==> config.mk <==
export PLATFORM = sky130hd
export DESIGN_NAME = fifo_fwft_dp_ram
export DESIGN_NICKNAME = d
export VERILOG_FILES = /design/src/rtl/fifo_fwft_dp_ram_pkg.sv /design/src/rtl/fifo_fwft_dp_ram_simple_dp_ram.sv /design/src/rtl/fifo_fwft_dp_ram.sv
export SDC_FILE = /design/constraint.sdc
export NUM_CORES = 1
export LEC_CHECK = 0
export ABC_CLOCK_PERIOD_IN_PS = 4000
export BUFFER_PORTS_ARGS = -buffer_cell sky130_fd_sc_hd__clkbuf_2
export CAP_MARGIN = 5
export CORE_ASPECT_RATIO = 2
export CORE_MARGIN = 2
export CORE_UTILIZATION = 62
export CTS_CLUSTER_SIZE = 10
export DETAILED_ROUTE_END_ITERATION = 7
export MAX_ROUTING_LAYER = met4
export PLACE_DENSITY = 0.88
export SETUP_SLACK_MARGIN = 0.05
export SLEW_MARGIN = 20
export SYNTH_ARGS = -nofsm -noshare
export SYNTH_HDL_FRONTEND = slang
export SYNTH_SLANG_ARGS = --single-unit
==> constraint.sdc <==
create_clock -name clk -period 4 [get_ports clk]
set_clock_uncertainty 0.15 [all_clocks]
set_input_delay 0.8 -clock clk [delete_from_list [all_inputs] [get_ports clk]]
set_output_delay 0.8 -clock clk [all_outputs]
set_load 0.02 [all_outputs]
==> src/rtl/fifo_fwft_dp_ram_pkg.sv <==
// Shared configuration for the FWFT-capable DP-RAM FIFO: parameter defaults and
// the pointer-width helper used by the top level.
package fifo_fwft_dp_ram_pkg;

  localparam int DEF_FIFO_DEPTH   = 32;
  localparam int DEF_DATA_WIDTH   = 8;
  localparam int DEF_ALMOST_FULL  = 3;
  localparam int DEF_ALMOST_EMPTY = 3;
  localparam int DEF_FWFT         = 0;

  // One extra bit beyond the address acts as the wrap flag.
  function automatic int ptr_width(input int depth);
    return $clog2(depth) + 1;
  endfunction

endpackage

==> src/rtl/fifo_fwft_dp_ram_simple_dp_ram.sv <==
// Simple dual-port RAM: one write port, one registered read port. The storage
// array has no reset; only the read register is cleared.
module simple_dp_ram #(
  parameter int DEPTH = 32,
  parameter int WIDTH = 8,
  localparam int AW   = $clog2(DEPTH)
) (
  input  logic             clk,
  input  logic             reset,
  input  logic             wr_en,
  input  logic [AW-1:0]    wr_addr,
  input  logic [WIDTH-1:0] wr_data,
  input  logic             rd_en,
  input  logic [AW-1:0]    rd_addr,
  output logic [WIDTH-1:0] rd_data
);

  logic [WIDTH-1:0] r_mem [DEPTH];
  logic [WIDTH-1:0] r_rd_data;

  always_ff @(posedge clk) begin
    if (wr_en) begin
      r_mem[wr_addr] <= wr_data;
    end
  end

  always_ff @(posedge clk or posedge reset) begin
    if (reset) begin
      r_rd_data <= '0;
    end else if (rd_en) begin
      r_rd_data <= r_mem[rd_addr];
    end
  end

  assign rd_data = r_rd_data;

endmodule

==> src/rtl/fifo_fwft_dp_ram.sv <==
// Synchronous FIFO over a simple DP-RAM with optional first-word-fall-through,
// occupancy count, almost flags and sticky overflow/underflow.
module fifo_fwft_dp_ram
  import fifo_fwft_dp_ram_pkg::*;
#(
  parameter int FIFO_DEPTH         = DEF_FIFO_DEPTH,
  parameter int FIFO_DATA_WIDTH    = DEF_DATA_WIDTH,
  parameter int ALMOST_FULL_DEPTH  = DEF_ALMOST_FULL,
  parameter int ALMOST_EMPTY_DEPTH = DEF_ALMOST_EMPTY,
  parameter int FWFT               = DEF_FWFT
) (
  input  logic                         clk,
  input  logic                         reset,
  input  logic                         write,
  input  logic                         read,
  input  logic [FIFO_DATA_WIDTH-1:0]   write_data,
  output logic [FIFO_DATA_WIDTH-1:0]   read_data,
  output logic                         empty,
  output logic                         full,
  output logic                         almost_empty,
  output logic                         almost_full,
  output logic [$clog2(FIFO_DEPTH):0]  count,
  input  logic                         clear_errors,
  output logic                         overflow,
  output logic                         underflow
);

  localparam int ADDR_W = $clog2(FIFO_DEPTH);
  localparam int PW     = ptr_width(FIFO_DEPTH);

  localparam logic [PW-1:0] PTR_ONE   = PW'(1);
  localparam logic [PW-1:0] DEPTH_LVL = PW'(FIFO_DEPTH);
  localparam logic [PW-1:0] AF_LVL    = PW'(FIFO_DEPTH - ALMOST_FULL_DEPTH);
  localparam logic [PW-1:0] AE_LVL    = PW'(ALMOST_EMPTY_DEPTH);

  logic [PW-1:0] r_wr_ptr;
  logic [PW-1:0] r_rd_ptr;
  logic          r_overflow;
  logic          r_underflow;

  logic [PW-1:0] w_ram_cnt;
  logic [PW-1:0] w_count;
  logic          w_empty;
  logic          w_full;
  logic          w_rd_ok;
  logic          w_wr_ok;
  logic          w_ram_rd_en;

  assign w_ram_cnt = r_wr_ptr - r_rd_ptr;
  assign w_full    = (w_count == DEPTH_LVL);
  assign w_rd_ok   = read & ~w_empty;
  assign w_wr_ok   = write & (~w_full | w_rd_ok);

  generate
    if (FWFT != 0) begin : g_fwft
      // The RAM read register doubles as the head-word register; r_valid marks it live.
      logic r_valid;

      assign w_ram_rd_en = (w_ram_cnt != '0) & (~r_valid | w_rd_ok);
      assign w_empty     = ~r_valid;
      assign w_count     = w_ram_cnt + {{ADDR_W{1'b0}}, r_valid};

      always_ff @(posedge clk or posedge reset) begin
        if (reset) begin
          r_valid <= 1'b0;
        end else if (w_ram_rd_en) begin
          r_valid <= 1'b1;
        end else if (w_rd_ok) begin
          r_valid <= 1'b0;
        end
      end
    end else begin : g_std
      assign w_ram_rd_en = w_rd_ok;
      assign w_empty     = (w_ram_cnt == '0);
      assign w_count     = w_ram_cnt;
    end
  endgenerate

  always_ff @(posedge clk or posedge reset) begin
    if (reset) begin
      r_wr_ptr    <= '0;
      r_rd_ptr    <= '0;
      r_overflow  <= 1'b0;
      r_underflow <= 1'b0;
    end else begin
      if (w_wr_ok) begin
        r_wr_ptr <= r_wr_ptr + PTR_ONE;
      end
      if (w_ram_rd_en) begin
        r_rd_ptr <= r_rd_ptr + PTR_ONE;
      end
      // A new error in the same cycle wins over clear_errors.
      r_overflow  <= (r_overflow  & ~clear_errors) | (write & ~w_wr_ok);
      r_underflow <= (r_underflow & ~clear_errors) | (read & w_empty);
    end
  end

  simple_dp_ram #(
    .DEPTH (FIFO_DEPTH),
    .WIDTH (FIFO_DATA_WIDTH)
  ) u_ram (
    .clk     (clk),
    .reset   (reset),
    .wr_en   (w_wr_ok),
    .wr_addr (r_wr_ptr[ADDR_W-1:0]),
    .wr_data (write_data),
    .rd_en   (w_ram_rd_en),
    .rd_addr (r_rd_ptr[ADDR_W-1:0]),
    .rd_data (read_data)
  );

  assign empty        = w_empty;
  assign full         = w_full;
  assign count        = w_count;
  assign almost_empty = (w_count <= AE_LVL);
  assign almost_full  = (w_count >= AF_LVL);
  assign overflow     = r_overflow;
  assign underflow    = r_underflow;

endmodule
==> results.md <==
- Status: complete, no violations
- Post-layout util: 0.715
- Sequential fraction of design power: 0.383
- Drt via density: 6.57
- Final Max Slew Viols: 0
- Commonest cells in the netlist: edfxtp_1 (256), mux4_2 (48), nor2_1 (41)
- Drt first pass iters: 8
- Final Cycle Share: 0.960
- Root Buffer: clkbuf_16
- Setup TNS: 0 ns
- H-Tree Level Count: 1
- CTS sink cnt: 278
- Cell type with the largest total area after synthesis: edfxtp_1
- Async set-or-reset flop fraction in the synthesized netlist: 0.0791
- Die X: 98.7 um
- Worst Setup End Kind: output pin
- Share of the synthesized area in the top cell type: 0.691
- DP Area: 11,700 um^2
- Post-Synth Simple-Gate Area: 0.0470
- Largest cells by area after synthesis: edfxtp_1 (69%), mux4_2 (9.7%), dfrtp_1 (4.9%), mux2_2 (1.7%), mux2i_1 (1.4%)
- Sw Share: 0.341
- Min Clock Period, post-route: 3.84 ns
- Cts bufs inserted: 31
- Diode count: 0
- CP Capture Point: empty
- DRC: 0
- Largest net degree at the start of global routing: 92
- HP Class: in2async
- CP Launch Point: r_wr_ptr[0]$_DFFE_PP0P_
- Adder-cell area share of the yosys netlist: 0.0130
- Antenna-violating nets left: 0
- Slew headroom: 0.358
- Clock-pin slew on the worst setup and hold paths: approximately 0.060 ns
- Row cnt: 69
- Pleak: about 4.3 nW
- Flops & latches, synth: roughly 280
- Routed via count: 6,030
- First-pass GRT wire length: 38,900 um
- EDFF count, synth: 256
- Compound-gate portion of the synthesized area: 0.0467
- Worst-Margin Slew: 0.955 ns
- Comb power frac: 0.354
- R2R Setup Slk: about 0.37 ns
- Total track usage: 0.284
- Ys Warns: 0
- Maximum vdd drop: 621 uV
- GR Overflow Total: 0
- Synth-to-layout area growth: 13.7%
- Io pins: 33
- P_sw: approximately 3.2 mW
- Final setup viols: 0
- Multiplexer share of the synthesized area: 0.129
- Proportion of layout cells with a drive suffix above 1: 0.257
- Die height: approximately 190 um
- Layout fillers: 1,027
- Max-cap violations: 0
- FF-to-FF path depth: 10
- Most used DFF post-synth: edfxtp_1
- Core area: 17,700 um^2
- Synth Instances: 601
- Nets: 704
- Syn nets: 625
- Main combinational cell family by area after synthesis: multiplexers
- Worst-skew pair later-pin latency: 0.54 ns
- Initial antenna violation count: 0
- Pint: 6.27 mW
- Post-synthesis sequential area ratio: 0.740
- Die area: 19,100 um^2
- Synth Area in XOR/XNOR: 0.0102
- IO Port Bufs: 32
- CTS tree: done
- Avg WL per Cell: 28.0 um
- CP Launch Type: flop
- Clock share of power: 0.263
- Vias in the first global route: 6,274
- Final HPWL from detailed placement: 16,300 um
- R2r startpoint: r_wr_ptr[0]$_DFFE_PP0P_
- Final WL: 25,700 um
- Critical path type: reg2out
- Clock tree buffer depth: 3
- Required @ worst endpoint: 3.05 ns
- Synth unique cells: 45
- Syn Area/Cell: ~19 um^2
- Unrepaired setup endpoints after global routing: false
- R2r endpoint: u_ram.r_mem[16][2]$_DFFE_PP_
- Mapped Area: 11,100 um^2
- Cell area after layout: between 10,000 and 15,000 um^2
- Fin. Hold Viols: 0
- Fmax: 260 MHz
- CP arrival: just under 3 ns
- Starting density of the core: 0.629
- PwrDens: 752 nW/um^2
- Starting DRT DRC Count: ~850
- Gpl congestion: 0.919
- Top-count cell post-synth: edfxtp_1
- Maximum fanout along the worst path: 5
[per-stage QoR]
stage	instances	worst slack (ns)	power, mW	hold slack [ns]
global placement	859	0.633	6.88	0.323
CTS	917	0.0857	9.52	0.275
global route	918	0.0662	9.89	0.320
floorplan	601	0.811	5.96	0.310
detailed placement	859	0.451	7.00	0.335
finish	918	0.159	9.52	0.259
[worst max-delay path, stage by stage (launching register included)]
cell	delay, ns
dfrtp_1	0.41
inv_1	0.16
ha_1	0.18
inv_1	0.05
fa_1	0.44
o21a_1	0.22
o21ai_0	0.23
nand3b_1	0.24
nor3_4	0.24
clkbuf_2	0.19
[cells by family (layout without fill, tap and decap cells)]
group	Yosys count	in the layout
DFF	278	278
and+or+nand+nor	102	102
muxes	81	81
AOI/OAI and AO/OA	78	78
buffers and inverters	38	142
xor gates and xnor gates	13	13
adders and majority gates	11	11
[state kept, by name (all words and copies together) (netlist names)]
register,count
underflow,1
u_ram.rd_data,8
r_rd_ptr,6
r_wr_ptr,6
overflow,1
u_ram.r_mem,256
[power by group through the flow]
stage / clock network, mW / logic [mW] / registers (mW)
3_3_place_gp: 0 / 3.20 / 3.68
2_1_floorplan: 0 / 2.29 / 3.67
3_5_place_dp: 0 / 3.31 / 3.69
5_1_grt: 2.63 / 3.60 / 3.67
4_1_cts: 2.53 / 3.35 / 3.64
6_report: 2.50 / 3.37 / 3.65
[placed cells by master, fill, tap and decap left out, types with 9 or more instances in the layout]
master     Yosys  final
xnor2_1       10     10
mux4_2        48     48
dfrtp_1       22     20
ha_1          10     10
o21ai_0       27     27
clkbuf_16      0     31
nand2_1        9      9
inv_1         12     12
edfxtp_1     256    256
nor2_1        41     41
mux2i_1       16     16
nand3_1        9      9
a21oi_1       11     11
a211oi_1      16     16
mux2_2        17     17
clkbuf_1      12     25
buf_4          1     38
clkbuf_2       0     32
nor2b_1       10     10
[area by class of cell]
cell class                 count  area, um^2  share of cell area
clock inverter                 1        8.76            0.000692
tap                          213         267              0.0211
clock buffer                  57         883              0.0698
sequential                   278        8240               0.651
inverter                      13        48.8             0.00386
timing repair buffer          71         465              0.0368
multi-input combinational    285        2740               0.216
[metal layers]
layer  up-vias  GRT usage  routed length, um
met5         -          -                  0
met4         0      0.118               1230
met3        75     0.0358               1650
met2       357      0.490              14100
met1      3030      0.334               8750
li1       2568          -                  -
[timing repair]
action,CTS,global route
gates resized for setup,0,2
setup endpoints to repair,0,2
hold buffers,0,0
setup buffers,0,1
[how the worst min path moves through the flow]
| stage | from | endpoint | slack, ns |
|---|---|---|---|
| final | reset | r_wr_ptr[5]$_DFFE_PP0P_ | 0.26 |
| after global routing | reset | r_rd_ptr[5]$_DFFE_PP0P_ | 0.32 |
| after CTS | reset | r_wr_ptr[5]$_DFFE_PP0P_ | 0.27 |
| after detailed placement | overflow$_DFF_PP0_ | overflow$_DFF_PP0_ | 0.34 |
| after global placement | overflow$_DFF_PP0_ | overflow$_DFF_PP0_ | 0.32 |
| after floorplan | r_rd_ptr[5]$_DFFE_PP0P_ | r_rd_ptr[5]$_DFFE_PP0P_ | 0.31 |
No activity file was read; power rests on OpenSTA's default activity.
